[config.mk]
export PLATFORM = sky130hd
export DESIGN_NAME = lsu_access_ctrl
export DESIGN_NICKNAME = d
export VERILOG_FILES = /design/src/rtl/lsu_access_ctrl.sv
export SDC_FILE = /design/constraint.sdc
export NUM_CORES = 1
export LEC_CHECK = 0
export ABC_AREA = 0
export BUFFER_PORTS_ARGS = -buffer_cell sky130_fd_sc_hd__buf_2
export CAP_MARGIN = 20
export CORE_MARGIN = 2
export CORE_UTILIZATION = 54
export DETAILED_ROUTE_END_ITERATION = 8
export PLACE_DENSITY = 0.85
export SLEW_MARGIN = 20
export SYNTH_ARGS = -nofsm -noshare
export SYNTH_HDL_FRONTEND = slang
export SYNTH_SLANG_ARGS = --single-unit
[constraint.sdc]
create_clock -name clk -period 5.4 [get_ports clk]
set_input_delay 0.54 -clock clk [delete_from_list [all_inputs] [get_ports clk]]
set_output_delay 0.54 -clock clk [all_outputs]
set_load 0.01 [all_outputs]
[src/rtl/lsu_access_ctrl.sv]
// lsu_access_ctrl: load/store bus sequencer with byte lanes, load extension, misalign and timeout detection.
// Define LSU_MISALIGN_SPLIT_EN to split misaligned accesses into two word transfers instead of erroring.
module lsu_access_ctrl #(
  parameter int TIMEOUT_CYC = 256,
  parameter int AW = 32
) (
  input  logic          clk,
  input  logic          reset,
  input  logic          req_valid,
  output logic          req_ready,
  input  logic          req_write,
  input  logic [2:0]    req_fun3,
  input  logic [AW-1:0] req_addr,
  input  logic [31:0]   req_wdata,
  output logic          rsp_valid,
  output logic [31:0]   rsp_rdata,
  output logic [1:0]    rsp_err,
  output logic          bus_stb,
  output logic          bus_we,
  output logic [AW-1:0] bus_addr,
  output logic [3:0]    bus_wsel,
  output logic [31:0]   bus_wdata,
  input  logic [31:0]   bus_rdata,
  input  logic          bus_ack
);
`ifdef LSU_MISALIGN_SPLIT_EN
  localparam bit SPLIT = 1'b1;
`else
  localparam bit SPLIT = 1'b0;
`endif
  localparam int CW = $clog2(TIMEOUT_CYC);
  typedef enum logic [1:0] {IDLE, ACCESS, ACCESS2, RESP} state_t;
  state_t state, state_nx;
  logic wr;
  logic [2:0] fun3;
  logic [AW-1:0] addr;
  logic [31:0] wdata, rd_lo, rd_hi, rsh, ld;
  logic [CW-1:0] cnt;
  logic [1:0] err;
  logic accept, mis_in, mis, timeout;
  logic [3:0] size_mask;
  logic [7:0] sel64;
  logic [63:0] wdata64;
  function automatic logic misaligned(input logic [1:0] f, input logic [1:0] a);
    return f[1] ? (a != 2'b00) : (f[0] & a[0]);
  endfunction
  assign accept = req_valid & req_ready;
  assign mis_in = misaligned(req_fun3[1:0], req_addr[1:0]);
  assign mis = misaligned(fun3[1:0], addr[1:0]);
  assign timeout = (cnt == CW'(TIMEOUT_CYC - 1)) & ~bus_ack;
  always_ff @(posedge clk or posedge reset)
    if (reset) state <= IDLE;
    else state <= state_nx;
  always_comb begin
    state_nx = state;
    unique case (state)
      IDLE:    if (req_valid) state_nx = (mis_in & ~SPLIT) ? RESP : ACCESS;
      ACCESS:  if (bus_ack) state_nx = (SPLIT & mis) ? ACCESS2 : RESP;
               else if (timeout) state_nx = RESP;
      ACCESS2: if (bus_ack | timeout) state_nx = RESP;
      RESP:    state_nx = IDLE;
    endcase
  end
  always_ff @(posedge clk or posedge reset)
    if (reset) begin
      wr <= 1'b0;
      fun3 <= '0;
      addr <= '0;
      wdata <= '0;
      cnt <= '0;
      err <= 2'b00;
      rd_lo <= '0;
      rd_hi <= '0;
    end else if (accept) begin
      wr <= req_write;
      fun3 <= req_fun3;
      addr <= req_addr;
      wdata <= req_wdata;
      cnt <= '0;
      err <= (mis_in & ~SPLIT) ? 2'b01 : 2'b00;
    end else if (bus_stb) begin
      // ack on the final count still wins over the timeout
      if (bus_ack) begin
        cnt <= '0;
        if (state == ACCESS) rd_lo <= bus_rdata;
        else rd_hi <= bus_rdata;
      end else if (timeout) err <= 2'b10;
      else cnt <= cnt + CW'(1);
    end
  assign req_ready = state == IDLE;
  assign bus_stb = (state == ACCESS) || (state == ACCESS2);
  assign bus_we = bus_stb & wr;
  assign bus_addr = bus_stb ? {addr[AW-1:2], 2'b00} + (state == ACCESS2 ? AW'(4) : AW'(0)) : '0;
  assign size_mask = fun3[1] ? 4'b1111 : fun3[0] ? 4'b0011 : 4'b0001;
  // lanes and data as a 64-bit window; the upper word only matters for split accesses
  assign sel64 = {4'b0000, size_mask} << addr[1:0];
  assign wdata64 = {32'b0, wdata} << {addr[1:0], 3'b000};
  assign bus_wsel = bus_we ? (state == ACCESS2 ? sel64[7:4] : sel64[3:0]) : 4'b0000;
  assign bus_wdata = bus_we ? (state == ACCESS2 ? wdata64[63:32] : wdata64[31:0]) : '0;
  assign rsh = 32'({mis ? rd_hi : 32'b0, rd_lo} >> {addr[1:0], 3'b000});
  assign ld = fun3[1] ? rsh
            : fun3[0] ? {{16{~fun3[2] & rsh[15]}}, rsh[15:0]}
            : {{24{~fun3[2] & rsh[7]}}, rsh[7:0]};
  assign rsp_valid = state == RESP;
  assign rsp_err = rsp_valid ? err : 2'b00;
  assign rsp_rdata = (rsp_valid & ~wr & (err == 2'b00)) ? ld : '0;
endmodule

==> metrics.yaml <==
root_buffer: "clkbuf_16"
place_hpwl_um: 15200
slew_violations: 0
synth_cell_types: 58
ctsHoldBuffers: 0
worstPathArrival_ns: 3.37
fill_cells: 1209
wl_met2_um: 11300
clk_pin_slew_ns: 0.06
ys_seq_area_share_pct: 41.5
async_flop_share_pct: 100
io_buffers: 207
tritoncts: "done"
drv_cap: 0
synth_compound_area_share_pct: 11.3
crit_chain: "inv_1, ha_1, ha_1, ha_1, nand3_2, or4_1, or4_1, a21oi_1, buf_2"
ir_drop_mv: 0.420
slew_headroom_pct: 30.6
first_global_vias: 6914
ioPinCount: 210
hold_slack_ns: 0.294
dieHeight_um: 127
hold_viol_final: 0
start_util_pct: 54.6
ys_ff_latch: 136
synthMuxAreaShare_pct: 27.0
fin_cells: 1155
post_cts_buffers: 0
core-area_mm2: 0.0150
via_per_inst: 6.18
track_usage_pct: 28.1
dieWidth_um: 127
ant_nets: 0
h-tree-depth: 4
drtIter0Drc: 536
cts-buffers-inserted: 17
worst_pin_slew_ns: 1.04
grt_pass1_wl_um: 36200
clockBufferDepth: 2
syn_area_per_cell_um2: 10.6
row_count: 45
wire_per_inst_um: 19.4
total_power_mw: 6.69
syn_area_mm2: 0.00821
wirelength_um: 22400
clock_latency_ns: 0.42
max_stage_delay_ns: 0.79
post_cts_resized: 0
synth_top_family_by_area: "multiplexers"
final_nets: 1066
rsz0062_at_grt: "no"
yosys_warnings: 0
drive_gt1_share_pct: 41.4
crit_top_cell: "ha_1"
finClkSkew_ns: 0.00832
antenna_found_initial: 1
fin_tns_setup_ns: 0
path_class: "register to primary output"
critPathLaunchType: "register"
reg2reg_depth: 6
routed.top_layer: "met4"
place_inst: 1123
antenna_cells: 0
drt_first_pass_iters: 5
setup_violations: 0
drt-met1-wl_um: 8990
cp_max_fo: 17
cts.sinks: 136
die-area_mm2: 0.0162
end_kind: "primary output"
vias: 7138
met3WireLength_um: 1660
grt_max_degree: 95
hp-class: "input pin to asynchronous set/reset pin"
p_leak_nw: 4.42
synth_fa_ha_area_share_pct: 1.22
fin_crit_ns: 3.91
syn_inst: 777
areaGrowthSynthToFinish_pct: 21.3
overflow: 0
synth-edff-count: 0
synth-xor-area-share_pct: 1.07
drc: 0
synth-main-ff-cell: "dfrtp_1"
max_freq_mhz: 256
required_ns: 4.86
status: "finished clean"
cp_slowest_cell: "or4_1"
synth_simple_gate_area_share_pct: 13.8
place_congestion: 0.882
finalCritPeriodShare_pct: 72.4
power.density_mw_per_mm2: 672
-- logic make-up (layout without fill, tap and decap cells) --
family                   after synthesis  after routing
AND/OR/NAND/NOR                      229            229
multiplexers                         168            168
AO/OA/AOI/OAI                        146            146
flip-flops                           136            136
buffers and inverters                 79            268
XOR/XNOR                              10             10
adder cells (fa/ha/maj)                8              8
other                                  1              2
-- routing by layer --
layer,up-vias,GRT usage (%)
li1,3218,-
met1,3518,35.9
met2,357,47.8
met3,45,7.33
met4,0,7.69
met5,-,0
-- synthesized netlist by cell type, types with 3 or more instances --
master / instances / share of area (%)
a211oi_1: 11 / 1.0
a21oi_1: 44 / 2.7
a22o_1: 5 / 0.53
a22oi_1: 9 / 0.82
a31oi_1: 3 / 0.23
and2_1: 7 / 0.53
and4_1: 4 / 0.43
buf_1: 5 / 0.23
buf_2: 11 / 0.67
buf_4: 3 / 0.27
clkbuf_1: 36 / 1.6
dfrtp_1: 136 / 41
ha_1: 8 / 1.2
inv_1: 18 / 0.82
inv_2: 3 / 0.14
mux2_1: 19 / 2.6
mux2_2: 110 / 15
mux2i_1: 9 / 1.1
mux4_2: 30 / 8.2
nand2_1: 42 / 1.9
nand3_1: 17 / 1.0
nand4_1: 6 / 0.46
nor2_1: 74 / 3.4
nor2b_1: 14 / 1.1
nor3_1: 32 / 2.0
o211ai_1: 8 / 0.73
o21a_1: 9 / 0.82
o21ai_0: 25 / 1.5
o21ai_1: 7 / 0.43
o2bb2ai_1: 4 / 0.43
o31ai_1: 11 / 1.0
or3_1: 7 / 0.53
or4_1: 12 / 1.1
xnor2_1: 8 / 0.85
-- critical path: cells and delay by family (launching register included) --
family                     cells  cell delay (ns)
and+or+nand+nor                3             1.46
adders and majority gates      3             0.64
DFF                            1             0.42
AOI/OAI and AO/OA              1             0.16
buffers and inverters          2             0.26
-- cell type report --
type                            count  area, µm²  share of cell area (%)
Clock buffer                       21        460                    4.63
Clock inverter                     11        195                    1.96
Inverter                           22       87.6                   0.880
Multi-Input combinational cell    563       4480                    45.0
Sequential cell                   136       3410                    34.2
Tap cell                          188        235                    2.36
Timing Repair Buffer              214       1090                    10.9
-- metrics by stage --
| step | instance area [µm²] | utilization (%) | setup slack (ns) |
|---|---|---|---|
| global route | 9950 | 66.2 | 1.25 |
| finish | 9950 | 66.2 | 1.49 |
| detailed placement | 9300 | 61.9 | 1.95 |
| global placement | 9300 | 61.9 | 2.02 |
| floorplan | 8210 | - | 1.22 |
| CTS | 9950 | 66.2 | 1.49 |
-- where the power goes --
group / switching, mW / internal [mW] / leakage [nW]
Combinational: 1.67 / 1.61 / 2.48
Sequential: 0.595 / 1.52 / 1.64
Clock: 0.445 / 0.844 / 0.309
-- registers in the layout (all words and copies together) (netlist names) --
register  flops
rd_lo        32
wdata        32
fun3          3
err           2
rd_hi        24
state         2
addr         32
cnt           8
wr            1
-- worst paths after layout --
path,endpoint,startpoint,slack [ns]
worst max-delay path,bus_addr[28],state[0]$_DFFE_PP0P_,1.49
worst min-delay path,rd_hi[12]$_DFFE_PP0P_,reset,0.29
worst max register to register,rd_hi[0]$_DFFE_PP0P_,state[0]$_DFFE_PP0P_,2.90
worst min register to register,rd_hi[19]$_DFFE_PP0P_,rd_hi[19]$_DFFE_PP0P_,0.51
max in group asynchronous,wdata[4]$_DFFE_PP0P_,reset,4.02
min in group clk,addr[13]$_DFFE_PP0P_,req_addr[13],0.32
-- placed cells by master (no fill, tap or decap), types with 12 or more instances in the layout --
| master | instances |
|---|---|
| o21ai_0 | 25 |
| mux4_2 | 30 |
| a21oi_1 | 44 |
| dfrtp_1 | 134 |
| nor2_1 | 74 |
| inv_1 | 17 |
| buf_2 | 207 |
| nand2_1 | 42 |
| nor3_1 | 31 |
| mux2_1 | 19 |
| nor2b_1 | 14 |
| mux2_2 | 110 |
| nand3_1 | 17 |
| or4_1 | 12 |
| clkbuf_16 | 17 |
No activity file was read; power rests on OpenSTA's default activity.
